<file path="config.mk">
export PLATFORM = sky130hd
export DESIGN_NAME = resp_capture_serializer
export DESIGN_NICKNAME = d
export VERILOG_FILES = /design/src/rtl/resp_capture_serializer.sv
export SDC_FILE = /design/constraint.sdc
export NUM_CORES = 1
export LEC_CHECK = 0
export CORE_AREA = 10 10 393 395
export CTS_CLUSTER_SIZE = 14
export DETAILED_ROUTE_END_ITERATION = 7
export DIE_AREA = 0 0 403 405
export HOLD_SLACK_MARGIN = 0.05
export PLACE_DENSITY = 0.61
export SLEW_MARGIN = 5
export SYNTH_ARGS = -nofsm -noshare
export SYNTH_HDL_FRONTEND = slang
export SYNTH_SLANG_ARGS = --single-unit
</file>
<file path="constraint.sdc">
create_clock -name clk_i -period 20.7 [get_ports clk_i]
set_clock_uncertainty 0.05 [all_clocks]
set_input_delay 4.14 -clock clk_i [delete_from_list [all_inputs] [get_ports clk_i]]
set_output_delay 4.14 -clock clk_i [all_outputs]
set_load 0.05 [all_outputs]
</file>
<file path="src/rtl/resp_capture_serializer.sv">
// Response capture and byte serializer.
// Captures wide result words into a small FIFO, folds each accepted word
// into a 32-bit MISR signature, and streams every word out LSB byte first
// over a valid/ready byte link with a last-byte marker.
//
// state  | meaning
// IDLE   | no word in the holding register, waiting for FIFO data
// SEND   | presenting bytes of the held word on the output link
module resp_capture_serializer #(
    parameter int unsigned Y_W      = 245,
    parameter int unsigned DEPTH    = 4,
    parameter logic [31:0] POLY     = 32'h04C11DB7,
    parameter logic [31:0] SIG_SEED = 32'hFFFFFFFF
) (
    input  logic           clk_i,
    input  logic           rst_i,
    input  logic           y_valid_i,
    input  logic [Y_W-1:0] y_i,
    output logic [7:0]     out_data_o,
    output logic           out_valid_o,
    input  logic           out_ready_i,
    output logic           out_last_o,
    output logic [31:0]    sig_o,
    output logic [15:0]    drop_cnt_o,
    output logic           busy_o
);

    localparam int unsigned NB  = (Y_W + 7) / 8;
    localparam int unsigned PW  = NB * 8;
    localparam int unsigned NCH = (PW + 31) / 32;
    localparam int unsigned FW  = NCH * 32;
    localparam int unsigned AW  = (DEPTH > 1) ? $clog2(DEPTH) : 1;
    localparam int unsigned CW  = $clog2(DEPTH + 1);
    localparam int unsigned BW  = (NB > 1) ? $clog2(NB) : 1;
    localparam logic [BW-1:0] LAST_IDX = BW'(NB - 1);
    localparam logic [CW-1:0] FULL_CNT = CW'(DEPTH);

    typedef enum logic {S_IDLE, S_SEND} state_e;

    state_e          state_q, state_d;
    logic [Y_W-1:0]  mem_q [DEPTH];
    logic [AW-1:0]   wr_ptr_q, rd_ptr_q;
    logic [CW-1:0]   count_q;
    logic [Y_W-1:0]  hold_q;
    logic [BW-1:0]   byte_idx_q;
    logic [31:0]     sig_q, sig_d;
    logic [15:0]     drop_cnt_q;

    logic            fifo_empty, hs, is_last, pop, push;
    logic [FW-1:0]   y_ext;
    logic [31:0]     fold;
    logic [PW-1:0]   hold_pad;

    // Handshake, pop and push qualification; a pop on the last byte frees a slot for a same-cycle capture.
    always_comb begin
        fifo_empty = (count_q == '0);
        hs         = (state_q == S_SEND) && out_ready_i;
        is_last    = (byte_idx_q == LAST_IDX);
        pop        = !fifo_empty && ((state_q == S_IDLE) || (hs && is_last));
        push       = y_valid_i && ((count_q != FULL_CNT) || pop);
    end

    // MISR fold: XOR of 32-bit chunks of the zero-extended word, then shift/feedback.
    always_comb begin
        y_ext = FW'(y_i);
        fold  = '0;
        for (int k = 0; k < int'(NCH); k++) begin
            fold = fold ^ y_ext[32*k +: 32];
        end
        sig_d = {sig_q[30:0], 1'b0} ^ (sig_q[31] ? POLY : 32'h0) ^ fold;
    end

    // FIFO storage; contents need no reset since count gates every read.
    always_ff @(posedge clk_i) begin
        if (push) begin
            mem_q[wr_ptr_q] <= y_i;
        end
    end

    // FIFO pointers, holding register, byte index, signature and drop counter.
    always_ff @(posedge clk_i) begin
        if (rst_i) begin
            wr_ptr_q   <= '0;
            rd_ptr_q   <= '0;
            count_q    <= '0;
            hold_q     <= '0;
            byte_idx_q <= '0;
            sig_q      <= SIG_SEED;
            drop_cnt_q <= '0;
        end else begin
            if (push) wr_ptr_q <= wr_ptr_q + AW'(1);
            if (pop)  rd_ptr_q <= rd_ptr_q + AW'(1);
            count_q <= count_q + CW'(push) - CW'(pop);
            if (pop) begin
                hold_q     <= mem_q[rd_ptr_q];
                byte_idx_q <= '0;
            end else if (hs) begin
                byte_idx_q <= byte_idx_q + BW'(1);
            end
            if (push) begin
                sig_q <= sig_d;
            end else if (y_valid_i && (drop_cnt_q != 16'hFFFF)) begin
                drop_cnt_q <= drop_cnt_q + 16'd1;
            end
        end
    end

    // Serializer state register.
    always_ff @(posedge clk_i) begin
        if (rst_i) begin
            state_q <= S_IDLE;
        end else begin
            state_q <= state_d;
        end
    end

    // Serializer next state; a waiting word is popped on the last byte so there is no bubble.
    always_comb begin
        state_d = state_q;
        case (state_q)
            S_IDLE: if (!fifo_empty) state_d = S_SEND;
            S_SEND: if (hs && is_last && fifo_empty) state_d = S_IDLE;
            default: state_d = S_IDLE;
        endcase
    end

    // Output decode; everything derives from registered state so it holds steady under stall.
    always_comb begin
        hold_pad    = PW'(hold_q);
        out_valid_o = (state_q == S_SEND);
        out_last_o  = (state_q == S_SEND) && is_last;
        out_data_o  = (state_q == S_SEND) ? hold_pad[{byte_idx_q, 3'b000} +: 8] : 8'h00;
        sig_o       = sig_q;
        drop_cnt_o  = drop_cnt_q;
        busy_o      = !fifo_empty || (state_q == S_SEND);
    end

endmodule

</file>
==> flow_summary.ini <==
[global_route]
use_met2_pct = 28.2
grt_max_degree = 145
grt_util_met1_pct = 22.8
grt_overflow = 0
gr-max-usage-layer = met2
grt_pass1_wl_um = 212000
grt_usage_pct = 18.0
grtUsageMet3_pct = 6.90
grt_pass1_vias = 28000
antenna_found_initial = 69

[floorplan]
initial_core_util_pct = 34.6
core_sq_um = 147000
die_y_um = 405
num_io_pins = 308
die_x_um = 403
die-area_sq_um = 163000
core.rowCount = 141

[detailed_routing]
drt_iter0_drc = 2744
vias = 28300
antenna_left = 0
vias_per_cell = 5.18
wl_per_cell_um = 27.5
drc = 0
first_pass_iters = 5
wl_um = 150000

[sta]
fmax_mhz = 111
setup_violations = 0
finalSetupTns_ps = 0
tightest_slew_ps = 1210
hold_viol = 0
max_slew_margin_pct = 19.1
finalCriticalPeriod_ps = 8980
rsz0062_at_grt = false
setup_slack_ps = 11720
slew_violations = 0
fin_crit_sh_pct = 43.4

[synthesis]
synthesis.area_sq_um = 50900
synth_enable_flop_cells = 980
postSynthCellCount = 3124
yosys_register_bits = 1286
ys_seq_area_share_pct = 69.9
async_reset_ff_share_pct = 0
synthFlopType = edfxtp_1
synth.net_count = 3383
yosysWarnings = 0
syn_avg_cell_area_sq_um = 16.3
ys_types = 75

[placement]
dp_hpwl_um = 101000
gp_congestion = 0.840
port_buffers = 307
dpl_worst_slack_ps = 12490
placed_area_sq_um = 55800

[clock_tree]
cts.hold.buffers_added = 0
cts-root-buf = clkbuf_16
postCtsSetupBuffers = 0
cts-buffers-inserted = 135
clock_insertion_delay_worst_skew_ps = 770
cts_resized = 0
max-clock-path-buffers = 3
clock-sinks = 1286
htreeDepth = 4
clk_pin_slew_ps = 60
cts_tree = done

[critical_path]
cp.arrival_ps = 4790
path_max_fanout = 32
required_ps = 16510
critPathKind = reg2out
cp-start-kind = flop
cp-end-kind = output port

[hold_path]
hold_path.class = reg2reg

[finish]
fin_util_pct = 41.0
final_common_cell = edfxtp_1
num-nets-final = 3672
design_area_sq_um = 60200
drive_gt1_share_pct = 15.2
mostFrequentLayoutCells = edfxtp_1, nand2_1, clkdlybuf4s50_1, dfxtp_1, mux4_2
fill_cells = 13300
area_growth_pct = 18.4

[power_and_ir_drop]
power_density_nw_per_um2 = 126
p_int_mw = 5.27
p_comb_share_pct = 23.7
pwr-share-seq_pct = 44.4
clkPwrFrac_pct = 31.9
p_leak_nw = 19.0
finalPower_mw = 7.60
p_sw_mw = 2.34
switching_share_pct = 30.7
ir_worst_vdd_uv = 86.8

[flow_run]
drv_cap = 0

[run_status]
status = finished clean
final cells by class:
class / instances / area (sq um) / share of cell area [%]
sequential: 1286 / 35600 / 59.1
multi-input combinational: 1642 / 14400 / 23.8
clock buffer: 188 / 3730 / 6.20
timing repair buffer: 336 / 3380 / 5.62
tap: 1930 / 2410 / 4.01
clock inverter: 60 / 674 / 1.12
inverter: 12 / 52.6 / 0.0873
antenna: 12 / 30.0 / 0.0499
power groups by stage:
stage / sequential [mW] / combinational [mW] / clock [mW]
6_report: 3.38 / 1.80 / 2.42
3_3_place_gp: 3.42 / 1.81 / 0
2_1_floorplan: 3.37 / 1.21 / 0
3_5_place_dp: 3.43 / 1.82 / 0
5_1_grt: 3.41 / 1.94 / 2.57
4_1_cts: 3.38 / 1.82 / 2.47
final timing paths:
| check | startpoint | to | slack, ps | depth (start not counted) |
|---|---|---|---|---|
| max | byte_idx_q[0] | out_data_o[7] | 11720 | 6 |
| min | hold_q[130] | hold_q[130] | 400 | 2 |
| max reg2reg | byte_idx_q[0] | count_q[2] | 15480 | 14 |
| min reg2reg | hold_q[130] | hold_q[130] | 400 | 2 |
stage by stage:
step	hold slack, ps	std cells
final	403	5466
after global routing	421	5460
after CTS	404	5454
after detailed placement	396	5206
after global placement	389	5206
after floorplan	382	3124
cell usage after synthesis (all sizes together) (22+ instances only):
cell type / count / share of area (%)
a211o: 22 / 0.38
a21oi: 260 / 2.6
and2: 22 / 0.27
buf: 102 / 1.2
clkbuf: 82 / 0.61
dfxtp: 306 / 12
edfxtp: 980 / 58
mux2i: 34 / 0.67
mux4: 278 / 12
nand2: 522 / 3.9
nor2: 62 / 0.46
xnor2: 226 / 3.9
xor2: 32 / 0.55
worst max-delay path, cell delays in order, from the launching register on:
cell	delay, ps
dfxtp_4	700
buf_4	560
clkinv_1	430
o21ai_0	300
a221oi_1	110
o32ai_1	920
clkdlybuf4s50_1	980
cells by family (layout without fill, tap and decap cells):
family / count (synthesis) / count (layout) / share of synthesized area [%]
AOI/OAI and AO/OA: 370 / 370 / 4.38
xor gates and xnor gates: 268 / 268 / 4.89
adders and majority gates: 10 / 10 / 0.261
buffers and inverters: 196 / 596 / 1.89
DFF: 1286 / 1286 / 69.9
muxes: 321 / 321 / 13.2
other: 0 / 12 / 0
and+or+nand+nor: 673 / 673 / 5.48
sequential cells by signal (all words and copies together) (netlist names):
register     cells
out_valid_o      1
sig_o           32
count_q          3
byte_idx_q       5
wr_ptr_q         2
mem_q          980
hold_q         245
drop_cnt_o      16
rd_ptr_q         2
metal layers:
| layer | vias up | share of wire (%) | routed length, um |
|---|---|---|---|
| met2 | 997 | 47 | 70200 |
| met5 | - | 0.30 | 456 |
| met1 | 14500 | 40 | 59800 |
| li1 | 12400 | - | - |
| met3 | 296 | 9.6 | 14400 |
| met4 | 74 | 3.5 | 5250 |
Power figures use the tool's default switching activity.
